[config.mk]
export PLATFORM = sky130hd
export DESIGN_NAME = tx_arbiter
export DESIGN_NICKNAME = d
export VERILOG_FILES = /design/src/rtl/tx_arbiter_pkg.sv /design/src/rtl/tx_arbiter_rr_picker.sv /design/src/rtl/tx_arbiter.sv
export SDC_FILE = /design/constraint.sdc
export NUM_CORES = 1
export LEC_CHECK = 0
export ABC_AREA = 1
export BUFFER_PORTS_ARGS = -buffer_cell sky130_fd_sc_hd__buf_2
export CAP_MARGIN = 0
export CORE_MARGIN = 2
export CORE_UTILIZATION = 54
export DETAILED_ROUTE_END_ITERATION = 16
export HOLD_SLACK_MARGIN = 0.06
export MAX_ROUTING_LAYER = met4
export PLACE_DENSITY = 0.82
export RECOVER_POWER = 25
export SLEW_MARGIN = 25
export SYNTH_ARGS = -nofsm -noshare
export SYNTH_HDL_FRONTEND = slang
export SYNTH_SLANG_ARGS = --single-unit
[constraint.sdc]
create_clock -name clk_i -period 2.57 [get_ports clk_i]
set_input_delay 0.3855 -clock clk_i [delete_from_list [all_inputs] [get_ports clk_i]]
set_output_delay 0.3855 -clock clk_i [all_outputs]
set_load 0.005 [all_outputs]
[src/rtl/tx_arbiter_pkg.sv]
// Shared definitions for the TX arbiter: port count, port index type and FSM states.
package tx_arbiter_pkg;

    localparam int NUM_PORTS = 4;

    typedef logic [1:0] port_idx_t;

    typedef enum logic [1:0] {
        ST_IDLE = 2'd0,
        ST_XFER = 2'd1,
        ST_GAP  = 2'd2
    } state_e;

endpackage

[src/rtl/tx_arbiter_rr_picker.sv]
// Round-robin priority picker: first set mask bit at or after the pointer, wrapping 3->0.
module rr_picker
    import tx_arbiter_pkg::*;
(
    input  logic [NUM_PORTS-1:0] mask_i,
    input  port_idx_t            ptr_i,
    output logic [NUM_PORTS-1:0] grant_o,
    output port_idx_t            idx_o,
    output logic                 any_o
);

    port_idx_t k;

    always_comb begin
        grant_o = '0;
        idx_o   = '0;
        any_o   = 1'b0;
        k       = '0;
        for (int i = 0; i < NUM_PORTS; i++) begin
            k = ptr_i + port_idx_t'(i);
            if (!any_o && mask_i[k]) begin
                any_o      = 1'b1;
                grant_o[k] = 1'b1;
                idx_o      = k;
            end
        end
    end

endmodule

[src/rtl/tx_arbiter.sv]
// Per-TX-port frame arbiter: round-robin grant over RX queues, inter-frame gap.
// Optional stall watchdog enabled by defining TX_ARBITER_TIMEOUT_EN.
module tx_arbiter
    import tx_arbiter_pkg::*;
#(
    parameter int P_PORT_ID    = 0,
    parameter int P_GAP_CYCLES = 1,
    parameter int P_TIMEOUT    = 255
) (
    input  logic       clk_i,
    input  logic       rstn_i,
    input  logic [3:0] req_i,
    input  logic [3:0] valid_i,
    input  logic [3:0] last_i,
    output logic [3:0] grant_o,
    output logic [1:0] sel_o,
    output logic       tx_ctrl_o,
    output logic       busy_o,
    output logic       timeout_o
);

    state_e     state_q;
    logic [3:0] grant_q;
    port_idx_t  sel_q;
    port_idx_t  ptr_q;
    logic [3:0] gap_cnt_q;

    logic [3:0] req_mask;
    logic [3:0] pick_gnt;
    port_idx_t  pick_idx;
    logic       pick_any;
    logic       in_xfer;
    logic       byte_vld;
    logic       byte_last;
    logic       wdog_fire;
    logic       frame_end;

    // A port never forwards its own RX queue back out.
    assign req_mask = req_i & ~(4'b0001 << P_PORT_ID);

    rr_picker u_picker (
        .mask_i  (req_mask),
        .ptr_i   (ptr_q),
        .grant_o (pick_gnt),
        .idx_o   (pick_idx),
        .any_o   (pick_any)
    );

    assign in_xfer   = (state_q == ST_XFER);
    assign byte_vld  = in_xfer & valid_i[sel_q];
    assign byte_last = byte_vld & last_i[sel_q];
    assign frame_end = byte_last | wdog_fire;

    always_ff @(posedge clk_i or negedge rstn_i) begin
        if (!rstn_i) begin
            state_q   <= ST_IDLE;
            grant_q   <= '0;
            sel_q     <= '0;
            ptr_q     <= port_idx_t'(P_PORT_ID + 1);
            gap_cnt_q <= '0;
        end else begin
            case (state_q)
                ST_IDLE: begin
                    if (pick_any) begin
                        grant_q <= pick_gnt;
                        sel_q   <= pick_idx;
                        state_q <= ST_XFER;
                    end
                end
                ST_XFER: begin
                    if (frame_end) begin
                        grant_q <= '0;
                        ptr_q   <= sel_q + 2'd1;
                        if (P_GAP_CYCLES > 0) begin
                            state_q   <= ST_GAP;
                            gap_cnt_q <= 4'(P_GAP_CYCLES - 1);
                        end else begin
                            state_q <= ST_IDLE;
                        end
                    end
                end
                ST_GAP: begin
                    if (gap_cnt_q == 4'd0) begin
                        state_q <= ST_IDLE;
                    end else begin
                        gap_cnt_q <= gap_cnt_q - 4'd1;
                    end
                end
                default: state_q <= ST_IDLE;
            endcase
        end
    end

`ifdef TX_ARBITER_TIMEOUT_EN
    localparam int WD_W = (P_TIMEOUT > 1) ? $clog2(P_TIMEOUT + 1) : 1;

    logic [WD_W-1:0] stall_cnt_q;
    logic            timeout_q;

    // Counts consecutive stalled XFER cycles; any byte from the owner restarts it.
    assign wdog_fire = in_xfer & ~valid_i[sel_q] & (stall_cnt_q == WD_W'(P_TIMEOUT - 1));

    always_ff @(posedge clk_i or negedge rstn_i) begin
        if (!rstn_i) begin
            stall_cnt_q <= '0;
            timeout_q   <= 1'b0;
        end else begin
            timeout_q <= wdog_fire;
            if (!in_xfer || byte_vld || wdog_fire) begin
                stall_cnt_q <= '0;
            end else begin
                stall_cnt_q <= stall_cnt_q + 1'b1;
            end
        end
    end

    assign timeout_o = timeout_q;
`else
    logic unused_timeout_cfg;

    assign unused_timeout_cfg = ^(32'(P_TIMEOUT));
    assign wdog_fire          = 1'b0;
    assign timeout_o          = 1'b0;
`endif

    assign grant_o   = grant_q;
    assign sel_o     = sel_q;
    assign tx_ctrl_o = byte_vld;
    assign busy_o    = in_xfer;

endmodule
==> summary.md <==
| Metric | Value |
|---|---|
| CP Data Required Time | 2.75 ns |
| Latest clock arrival within the worst-skew pair | 0.29 ns |
| Number of CTS-inserted buffers | 3 |
| Detailed placer's ending HPWL | 1810 microns |
| Critical path buffer and inverter count | 3 |
| Final layout net count | 201 |
| Number of antenna-violating nets in the routed design | 0 |
| Nature of the critical path endpoint | flip-flop |
| Number of I/O pins | 23 |
| Ratio of final minimum period to clock period | 0.806 |
| Depth of the worst register-to-register path | 11 |
| Proportion of synthesized chip area in sequential cells | 0.298 |
| Cell variety after synth | 29 |
| TritonCTS clock tree | yes |
| Die area | 2570 sq um |
| IO Port Bufs | 20 |
| CP max-delay cell | sky130_fd_sc_hd__dfstp_2 |
| Via count | 1090 |
| Actual slew at the worst max-slew pin | 0.746 ns |
| Total of warnings raised by yosys | 0 |
| Wire length of the first global-routing pass | 4200 microns |
| Classification of the worst setup path | flip-flop to flip-flop |
| Worst reg2reg endpoint | sel_o[0] |
| Beginning of the worst register-to-register path | ptr_q[0] |
| Min cycle time layout | 2.07 ns |
| Starting utilization of the core area | 0.589 |
| Total of max-cap violations | 0 |
| Parity-gate share of the synthesized area counting xor and xnor cells | 0.0223 |
| Combined area of all synthesized cells | 1180 sq um |
| Arrival @ worst endpoint | 2.25 ns |
| Fraction of layout instances using a drive strength above 1 | 0.257 |
| Final global-route overflow total | 0 |
| Area fraction in compound gates after synthesis | 0.116 |
| Synth-to-Final Area Change | 12.0% |
| Adder and majority gate portion of the synthesized area | 0.0743 |
| Standard cell area after detailed placement | 1270 sq um |
| Cell with the most instances on the worst path | sky130_fd_sc_hd__nand3_1 |
| Die boundary height | 50.7 microns |
| Clock-pin transition on the worst setup and hold timing paths | 0.09 ns |
| Start point of the critical path | ptr_q[0] |
| Headroom to the max-slew limit | 0.502 |
| Clock net sink count | 14 |
| Max IR drop VDD | 0.000791 V |
| Cell family with the largest share of critical-path delay | simple AND/OR/NAND/NOR gates |
| CTS root buffer | sky130_fd_sc_hd__clkbuf_4 |
| Status | complete, no violations |
| Number of nets in the synthesized netlist | 178 |
| Final weighted congestion in routability-driven placement | 0.907 |
| Static power due to leakage | 0.000700 uW |
| Finished layout cell area | 1320 sq um |
| Number of instances in the synthesized netlist | 157 |
| Total detailed-routing wirelength | 2360 microns |
| Number of hold violations in the final report | 0 |
| Final routed wire length divided by cell count | 11.5 microns |
| Synth Area per Inst | 7.51 sq um |
| Number of max-slew violations in the final report | 0 |
| Count of state elements after synthesis | 14 |
| Detailed-route vias per instance | 5.29 |
| Register-to-register path setup slack | 0.50 ns |
| Highest achievable clock rate | 0.483 GHz |
| Worst hold-check path type | flip-flop to flip-flop |
| Pin count of the biggest net entering global routing | 15 |
| End of the worst hold path | grant_o[3] |
| Core region area | 2000 sq um |
| Horizontal die dimension | 50.7 microns |
| Final Skew | 0.00684 ns |
| Ratio of total power to cell area | 1310 nW/um^2 |
| Maximum single-stage delay on the critical path | 0.58 ns |
| Element type at the critical path start | flip-flop |
| Number of endpoints failing setup at the final stage | 0 |
| Antenna fix cells | 0 |
| DRC | 0 |
| Cell-by-cell listing of the critical path | inv_6 -> ha_1 -> inv_1 -> nand3_1 -> nand2_2 -> nor2_4 -> nand3_2 -> nand2_4 -> inv_2 -> nand3_1 -> nand2_1 |
| Unrepaired setup endpoints after global routing | false |
| Share of synthesized cell area in and, or, nand and nor gates | 0.377 |
| Global-route usage over all layers | 0.221 |
| Number of violations reported at the end of detailed-routing iteration 0 | 23 |
| Multiplexer area fraction after synthesis | 0 |
| Hold path startpoint | grant_o[3] |
| CTS H-tree lvls | 1 |
| Rows | 16 |
| Maximum buffer depth of the clock tree | 2 |
| Post-route setup TNS | 0 ns |
| Peak fanout along the critical path | 12 |
| Number of antenna violations at the first check in global routing | 0 |
| Combinational family with the most area after synthesis | simple AND/OR/NAND/NOR gates |
| Number of global-route vias before repair | 1000 |
| Iteration count of the initial detailed-routing pass | 4 |
| Hold Path Depth | 2 |
cells in the mapped netlist:
master,instances,area share
sky130_fd_sc_hd__nand3_4,1,0.015
sky130_fd_sc_hd__a21oi_2,1,0.0074
sky130_fd_sc_hd__o21ai_0,6,0.025
sky130_fd_sc_hd__nor2_1,13,0.041
sky130_fd_sc_hd__nand2_2,4,0.021
sky130_fd_sc_hd__nand2_4,5,0.048
sky130_fd_sc_hd__inv_1,15,0.048
sky130_fd_sc_hd__nand2_1,34,0.11
sky130_fd_sc_hd__o22ai_1,1,0.0053
sky130_fd_sc_hd__o21ai_2,2,0.015
sky130_fd_sc_hd__conb_1,1,0.0032
sky130_fd_sc_hd__inv_2,3,0.0096
sky130_fd_sc_hd__nand3_2,2,0.017
sky130_fd_sc_hd__o21ai_1,1,0.0042
sky130_fd_sc_hd__xnor2_1,1,0.0074
sky130_fd_sc_hd__buf_6,4,0.038
sky130_fd_sc_hd__nor2_4,1,0.0096
sky130_fd_sc_hd__inv_6,1,0.0074
sky130_fd_sc_hd__buf_4,1,0.0064
sky130_fd_sc_hd__nand3_1,20,0.085
sky130_fd_sc_hd__a21boi_0,4,0.025
sky130_fd_sc_hd__xor2_1,2,0.015
sky130_fd_sc_hd__nand4_1,6,0.032
sky130_fd_sc_hd__o21a_1,1,0.0064
sky130_fd_sc_hd__dfstp_2,1,0.022
sky130_fd_sc_hd__ha_1,7,0.074
sky130_fd_sc_hd__a31oi_1,1,0.0053
sky130_fd_sc_hd__dfrtp_1,13,0.28
sky130_fd_sc_hd__a21oi_1,5,0.021
stage by stage:
step	worst slack (ns)	total power (uW)	std cells	hold slack [ns]	utilization
floorplan	0.708	1370	157	0.0899	-
global placement	0.589	1520	201	0.287	0.637
detailed placement	0.530	1570	201	0.294	0.637
CTS	0.495	1740	206	0.511	0.660
global route	0.340	1920	206	0.544	0.659
finish	0.499	1730	206	0.519	0.659
worst max-delay path by stage:
stage,to,depth (start not counted)
after CTS,grant_o[2],11
after floorplan,sel_o[0],12
after detailed placement,grant_o[2],11
after global placement,sel_o[0],11
final,sel_o[0],11
after global routing,sel_o[0],11
cells in the final DEF, fill, tap and decap left out, types with 2 or more instances in the layout:
cell	count
sky130_fd_sc_hd__a21boi_0	4
sky130_fd_sc_hd__nand3_2	2
sky130_fd_sc_hd__inv_2	3
sky130_fd_sc_hd__a21oi_1	5
sky130_fd_sc_hd__inv_1	15
sky130_fd_sc_hd__buf_4	2
sky130_fd_sc_hd__ha_1	7
sky130_fd_sc_hd__dfrtp_1	13
sky130_fd_sc_hd__xor2_1	2
sky130_fd_sc_hd__clkbuf_4	3
sky130_fd_sc_hd__o21ai_2	2
sky130_fd_sc_hd__buf_2	19
sky130_fd_sc_hd__nand3_1	20
sky130_fd_sc_hd__nor2_1	13
sky130_fd_sc_hd__nand2_4	5
sky130_fd_sc_hd__nand2_1	34
sky130_fd_sc_hd__nand2_2	4
sky130_fd_sc_hd__o21ai_0	6
sky130_fd_sc_hd__nand4_1	6
flip-flops by register name (all words and copies together), names as in the netlist:
register	count
gap_cnt_q	4
grant_o	4
ptr_q	2
sel_o	2
state_q	2
worst register-to-register path: stages (launching register included):
cell and delay, ns:
sky130_fd_sc_hd__dfstp_2 0.58, sky130_fd_sc_hd__inv_6 0.06, sky130_fd_sc_hd__ha_1 0.35, sky130_fd_sc_hd__inv_1 0.11, sky130_fd_sc_hd__nand3_1 0.11, sky130_fd_sc_hd__nand2_2 0.07
sky130_fd_sc_hd__nor2_4 0.22, sky130_fd_sc_hd__nand3_2 0.14, sky130_fd_sc_hd__nand2_4 0.13, sky130_fd_sc_hd__inv_2 0.07, sky130_fd_sc_hd__nand3_1 0.07, sky130_fd_sc_hd__nand2_1 0.05
repair_timing:
action,4_1_cts,5_1_grt
resized for setup,0,0
setup buffers,0,0
hold buffers,1,0
endpoints found under the hold margin,13,0
metal layers:
layer  part of all wire  up-vias  track usage
met3              0.043        4       0.0446
met4              0.011        0       0.0676
met5                  0        -            -
met2               0.49       35        0.390
li1                   -      556            -
met1               0.46      495        0.251
logic make-up after synthesis:
logic type / count (synthesis)
compound gates: 22
xor+xnor: 3
fa+ha+maj: 7
buf+inv: 24
flops: 14
other cells: 1
simple gates: 86
report_power, final:
group	internal [uW]	switching, uW
sequential	320	76.4
clock	86.3	73.8
combinational	416	763
total	822	913
final cells by class:
type / instances / area, sq um
repair buffers: 23 / 124
flip-flops and latches: 14 / 352
clock buffers: 4 / 36.3
fillers: 180 / 682
well taps: 27 / 33.8
inverters: 19 / 76.3
multi-input cells: 119 / 698
Power figures use the tool's default switching activity.
